### src/rtl/uart_pkg.sv
`default_nettype none
// uart_pkg: shared UART framing constants and transmitter state encoding. Rev 1.0
package uart_pkg;

  localparam int   UART_DATA_BITS  = 8;
  localparam logic UART_IDLE_LEVEL = 1'b1;

  // 3 bits leave room for PARITY_BIT, which only the parity build reaches.
  typedef enum logic [2:0] {
    IDLE       = 3'd0,
    START_BIT  = 3'd1,
    DATA_BITS  = 3'd2,
    STOP_BIT   = 3'd3,
    PARITY_BIT = 3'd4
  } tx_state_t;

endpackage
`default_nettype wire

### src/rtl/uart_tx_hold.sv
`default_nettype none
// uart_tx_hold: one-entry holding register in front of the UART shifter. Rev 1.0
module uart_tx_hold
  import uart_pkg::*;
(
  input  logic                      clk,
  input  logic                      rst_n,
  input  logic                      tx_valid,
  input  logic [UART_DATA_BITS-1:0] data_in,
  input  logic                      take,
  output logic [UART_DATA_BITS-1:0] hold_data,
  output logic                      hold_full,
  output logic                      tx_ready
);

  logic [UART_DATA_BITS-1:0] hold_q, hold_d;
  logic                      hold_full_q, hold_full_d;

  // take is only raised while full, so it never collides with an accept.
  always_comb begin
    hold_d      = hold_q;
    hold_full_d = hold_full_q;
    if (take) begin
      hold_full_d = 1'b0;
    end else if (tx_valid && !hold_full_q) begin
      hold_d      = data_in;
      hold_full_d = 1'b1;
    end
  end

  always_ff @(posedge clk or negedge rst_n) begin
    if (!rst_n) begin
      hold_q      <= '0;
      hold_full_q <= 1'b0;
    end else begin
      hold_q      <= hold_d;
      hold_full_q <= hold_full_d;
    end
  end

  assign hold_data = hold_q;
  assign hold_full = hold_full_q;
  assign tx_ready  = !hold_full_q;

endmodule
`default_nettype wire

### src/rtl/uart_tx.sv
`default_nettype none
// uart_tx: 8N1 UART transmitter driven by an external baud tick; UART_TX_PARITY_EN
// selects 8E1 framing. Rev 1.0
module uart_tx
  import uart_pkg::*;
(
  input  logic                      clk,
  input  logic                      rst_n,
  input  logic                      baud_rate,
  input  logic                      tx_valid,
  input  logic [UART_DATA_BITS-1:0] data_in,
  output logic                      tx_ready,
  output logic                      tx,
  output logic                      tx_busy
);

  localparam logic [2:0] LAST_BIT = 3'(UART_DATA_BITS - 1);

  tx_state_t                 state_q, state_d;
  logic [UART_DATA_BITS-1:0] shift_q, shift_d;
  logic [2:0]                bit_cnt_q, bit_cnt_d;
  logic                      tx_q, tx_d;
  logic                      take;
  logic [UART_DATA_BITS-1:0] hold_data;
  logic                      hold_full;
`ifdef UART_TX_PARITY_EN
  logic                      parity_q, parity_d;
`endif

  uart_tx_hold u_hold (
    .clk       (clk),
    .rst_n     (rst_n),
    .tx_valid  (tx_valid),
    .data_in   (data_in),
    .take      (take),
    .hold_data (hold_data),
    .hold_full (hold_full),
    .tx_ready  (tx_ready)
  );

  always_comb begin
    state_d   = state_q;
    shift_d   = shift_q;
    bit_cnt_d = bit_cnt_q;
    tx_d      = tx_q;
    take      = 1'b0;
`ifdef UART_TX_PARITY_EN
    parity_d  = parity_q;
`endif
    if (baud_rate) begin
      unique case (state_q)
        IDLE: begin
          tx_d = UART_IDLE_LEVEL;
          if (hold_full) begin
            shift_d = hold_data;
            take    = 1'b1;
            tx_d    = 1'b0;
            state_d = START_BIT;
`ifdef UART_TX_PARITY_EN
            parity_d = ^hold_data;
`endif
          end
        end
        START_BIT: begin
          tx_d      = shift_q[0];
          shift_d   = shift_q >> 1;
          bit_cnt_d = '0;
          state_d   = DATA_BITS;
        end
        DATA_BITS: begin
          if (bit_cnt_q != LAST_BIT) begin
            tx_d      = shift_q[0];
            shift_d   = shift_q >> 1;
            bit_cnt_d = bit_cnt_q + 3'd1;
          end else begin
`ifdef UART_TX_PARITY_EN
            tx_d    = parity_q;
            state_d = PARITY_BIT;
`else
            tx_d    = UART_IDLE_LEVEL;
            state_d = STOP_BIT;
`endif
          end
        end
`ifdef UART_TX_PARITY_EN
        PARITY_BIT: begin
          tx_d    = UART_IDLE_LEVEL;
          state_d = STOP_BIT;
        end
`endif
        STOP_BIT: begin
          // A queued byte starts its frame straight after the stop bit.
          if (hold_full) begin
            shift_d = hold_data;
            take    = 1'b1;
            tx_d    = 1'b0;
            state_d = START_BIT;
`ifdef UART_TX_PARITY_EN
            parity_d = ^hold_data;
`endif
          end else begin
            tx_d    = UART_IDLE_LEVEL;
            state_d = IDLE;
          end
        end
        default: begin
          tx_d    = UART_IDLE_LEVEL;
          state_d = IDLE;
        end
      endcase
    end
  end

  always_ff @(posedge clk or negedge rst_n) begin
    if (!rst_n) begin
      state_q   <= IDLE;
      shift_q   <= '0;
      bit_cnt_q <= '0;
      tx_q      <= UART_IDLE_LEVEL;
`ifdef UART_TX_PARITY_EN
      parity_q  <= 1'b0;
`endif
    end else begin
      state_q   <= state_d;
      shift_q   <= shift_d;
      bit_cnt_q <= bit_cnt_d;
      tx_q      <= tx_d;
`ifdef UART_TX_PARITY_EN
      parity_q  <= parity_d;
`endif
    end
  end

  assign tx      = tx_q;
  assign tx_busy = (state_q != IDLE);

endmodule
`default_nettype wire

### config.mk
export PLATFORM = sky130hd
export DESIGN_NAME = uart_tx
export DESIGN_NICKNAME = d
export VERILOG_FILES = /design/src/rtl/uart_pkg.sv /design/src/rtl/uart_tx_hold.sv /design/src/rtl/uart_tx.sv
export SDC_FILE = /design/constraint.sdc
export NUM_CORES = 1
export LEC_CHECK = 0
export ABC_AREA = 1
export CAP_MARGIN = 20
export CORE_UTILIZATION = 38
export CTS_CLUSTER_DIAMETER = 30
export DETAILED_ROUTE_END_ITERATION = 8
export GPL_TIMING_DRIVEN = 1
export SLEW_MARGIN = 30
export SYNTH_ARGS = -nofsm -noshare
export SYNTH_HDL_FRONTEND = slang
export SYNTH_SLANG_ARGS = --single-unit
### constraint.sdc
create_clock -name clk -period 3.1 [get_ports clk]
set_input_delay 0.465 -clock clk [delete_from_list [all_inputs] [get_ports clk]]
set_output_delay 0.465 -clock clk [all_outputs]
set_load 0.005 [all_outputs]
# After elaboration in Yosys (flattened, before gate mapping)
# Cells that the tools add are included.
# word_totals
out_inout_bits	3
input_bits	12
wordCells	45
regBits	24
# classes
bitwise	1
mux	17
eq_ne	8
reduce_logical	12
add_sub_neg	1
# op_table
op	count
$pmux W8 S3	1
$mux W8	2
$pmux W3 S4	1
$mux W3	3
$mux W1	8
$eq A3 B2 Y1 const B	2
$pmux W3 S2	1
$reduce_and A3 Y1	2
$reduce_bool A3 Y1	2
$ne A2 B1 Y1 const B	2
$ne A2 B2 Y1 const B	2
$reduce_and A4 Y1	1
$reduce_bool A2 Y1	2
$add A3 B1 Y3 const B	1
$eq A3 B1 Y1 const B	1
$logic_not A3 Y1	1
$ne A3 B3 Y1 const B	1
$pmux W1 S3	1
$reduce_and A2 Y1	1
$reduce_or A2 Y1	1
$logic_and A1 B1 Y1	1
$logic_not A1 Y1	1
$not A1 Y1	1

# Longest topological paths before layout
# logic_depth
depth_word	6
ltp_mapped	8
ltp_nobuf	7

# Cells and area by module
# A second synthesis with hierarchy kept.
# unflattened
hier_cells	167
hier_area_um2	1290.0
# modules_own_cells
module	cells_per_inst	instances	seq_area_each_um2	area_per_inst_um2
uart_tx	128	1	351.6	925.9
uart_tx_hold	39	1	225.2	364.1

# Least setup slack after synthesis
# No wires, ideal clock.
# synth_timing
path_type	register to register
start	reg state_q[0]
end	reg shift_q[0]
setup_slack_ns	1.765
required_time_ns	3.035
synth_period_minus_slack_ns	1.335
path_stages_with_launch	8
t_arrival_ns	1.270
path_buffers	2
setup_time_ns	0.065
cell_sequence	dfrtp_1 inv_1 ha_1 buf_6 buf_2 o21ai_0 nand2_1 nand2_1
# synth_between
elab_chain_cells	4
elab_cells_between_ends	10
classes_between	eq/ne (5); mux (1); reduce/logical (4)
# synth_rtl
item	line_no	rtl
start, declared	uart_tx.sv:19	tx_state_t state_q, state_d;
start signal, assigned	uart_tx.sv:124	state_q <= state_d;
$eq A3 B2 Y1 / $logic_not A3 Y1 (equally long branches)	uart_tx.sv:51	unique case (state_q)
$reduce_or A2 Y1 (no line)	--	
$ne A2 B1 Y1 (no line) / $reduce_bool A3 Y1 (equally long branches)	--	
$reduce_and A4 Y1 (no line)	--	
end signal, assigned	uart_tx.sv:125	shift_q <= shift_d;
end, declared	uart_tx.sv:20	logic [UART_DATA_BITS-1:0] shift_q, shift_d;
# Parallel ways exist; a longest one is shown, timed or not.
# A chain may end at the register's enable or synchronous reset.

# Final worst setup path
# layout_timing
start	reg state_q[1]
end	out tx_busy
# layout_between
elab_chain_cells	1
# layout_rtl
item	line_no	rtl
$reduce_bool A3 Y1	uart_tx.sv:135	assign tx_busy = (state_q != IDLE);
end, declared	uart_tx.sv:14	output logic tx_busy
# No other way between the ends.

==> flow_summary.ini <==
[logic_synthesis]
ys_warn_count = 0
seq_area_frac_synth_pct = 50.1
synth_cell_types = 20
ys_ff_latch = 23
syn_inst = 138
synth_area_sq_um = 1150
syn_nets = 156
postSynthAreaPerCell_sq_um = 8.34

[hold_path]
min_path_type = in2async

[placement]
place.gp.congestion = 0.729
placed_area_sq_um = 1310
post-place-cells = 181
dp_hpwl_um = 1440
post-place-ws_ns = 1.39
io_buffers = 14

[setup_path]
arrival_ns = 1.59
cp.required_ns = 2.63
cp_max_fo = 4
startpoint = state_q[1]$_DFFE_PN0P_
path_class = reg2out
critPathCaptureType = output pin
start_kind = flop
timing.rr.start = state_q[1]$_DFFE_PN0P_

[clock_tree]
post_cts_buffers = 0
cts_tree = done
cts.reportedPaths.clkPinSlew_ns = 0.12
hold_buffers = 0
cts_sinks = 23
clk_path_buf_depth = 2
root_buffer = clkbuf_4
cts_resized = 0
cts_buffers = 3
worstSkewPairLatency_ns = 0.30
cts_max_level = 1

[sta]
worst_slack_ns = 1.05
final.setup_skew_ns = 0.00751
max_freq_ghz = 0.487
hold_slack_ns = 0.486
setup_viol = 0
hold_viol_final = 0
finalCriticalPeriod_ns = 2.05
rsz0062_at_grt = false
fin_crit_sh_pct = 66.2
worst_pin_slew_ns = 0.535
drv_slew = 0
slew_headroom_pct = 64.3
finalSetupTns_ns = 0

[cells_and_area]
multi_input_area_sq_um = 483
drive_above_1_share_pct = 9.09
utilization_pct = 47.5
antennaDiodeCount = 0
fin_cells = 185
final_common_cell = nand2_1
nets = 173
final_area_sq_um = 1330
layout_common_cells = 47 x nand2_1, 22 x dfrtp_1, 14 x inv_1, 14 x clkdlybuf4s50_1
fillCellCount = 283
syn_to_final_growth_pct = 15.8
seq_area_sq_um = 577

[routing]
vias_per_cell = 4.63
vias = 857
routed_wl_um = 1950
route.detailed.drc = 4
drt_pass1_iterations = 6
wl_per_cell_um = 10.6
antenna_left = 0
initialDrtViolationCount = 35

[pwr]
power_leakage_nw = 0.690
power_density_nw_per_um2 = 941
combPwrFrac_pct = 47.2
swShare_pct = 41.3
power_switching_mw = 0.518
power.internal_mw = 0.736
pwr-share-clk_pct = 10.7
power_mw = 1.25
pwr-share-seq_pct = 42.1
vdd_drop_max_mv = 0.472

[global_route]
grt_pass1_wl_um = 3630
grt_pass1_vias = 843
grt_antenna_before_repair = 0
grt_overflow_total = 0
track_usage_pct = 14.6
grt_max_degree = 24

[floorplan]
dieArea_sq_um = 3250
initial_core_util_pct = 41.0
die_w_um = 57.0
rows = 19
coreArea_sq_um = 2810
fp.dieH_um = 57.0
ios = 15

[outcome]
violations = design-rule violations
status = finished, violations left

[run]
drv_cap = 0
## worst paths after layout
path / to / slack [ns] / depth (start not counted)
min: state_q[0]$_DFFE_PN0P_ / 0.49 / 2
min in group clk: shift_q[0]$_DFFE_PN0P_ / 0.49 / 2
min reg2reg: shift_q[0]$_DFFE_PN0P_ / 0.49 / 2
max in group asynchronous: tx$_DFFE_PN1P_ / 2.32 / 2
max: tx_busy / 1.05 / 4
max reg2reg: shift_q[7]$_DFFE_PN0P_ / 1.39 / 7
## synthesized netlist by cell type (all sizes together)
cell / count / area [sq um]
buf: 3 / 31.3
nand4: 1 / 6.26
o21ai: 12 / 60.1
nand2: 49 / 194
dfstp: 1 / 26.3
ha: 6 / 75.1
inv: 16 / 60.1
dfrtp: 22 / 551
a21oi: 10 / 53.8
nand3: 3 / 20.0
nor2: 15 / 73.8
## power by group through the flow
stage               Clock, mW  Combinational [mW]  Sequential, mW
finish                  0.134               0.592           0.527
global route            0.159               0.701           0.545
CTS                     0.145               0.605           0.527
floorplan                   0               0.488           0.514
global placement            0               0.584           0.527
detailed placement          0               0.603           0.533
## registers in the layout (all words and copies together) (netlist names)
signal	cells
bit_cnt_q	3
shift_q	8
tx	1
state_q	2
u_hold.hold_data	8
u_hold.hold_full	1
## per-layer routing
| metal | vias to the layer above | global-route usage (%) | part of all wire, % |
|---|---|---|---|
| met5 | - | 0 | 0 |
| met4 | 0 | 4.18 | 0.82 |
| met3 | 2 | 4.99 | 4.8 |
| met2 | 14 | 23.9 | 48 |
| met1 | 379 | 18.4 | 46 |
| li1 | 462 | - | - |
## logic make-up after synthesis
| kind of cell | Yosys count | share of synthesized area, % |
|---|---|---|
| and+or+nand+nor | 68 | 25.5 |
| DFF | 23 | 50.1 |
| AOI/OAI and AO/OA | 22 | 9.89 |
| buffers and inverters | 19 | 7.93 |
| adders and majority gates | 6 | 6.52 |
## worst max-delay path, cell delays in order, from the launching register on
cell             delay, ns
dfrtp_1               0.42
inv_1                 0.09
ha_1                  0.22
inv_1                 0.06
clkdlybuf4s50_1       0.49
## final cells by class
type	count	share of cell area (%)
multi-input combinational	96	36.2
sequential	23	43.3
timing repair buffer	15	11.1
inverter	16	4.51
tap	31	2.91
clock buffer	4	1.97
Note: power is estimated with default switching activity, not from simulation.
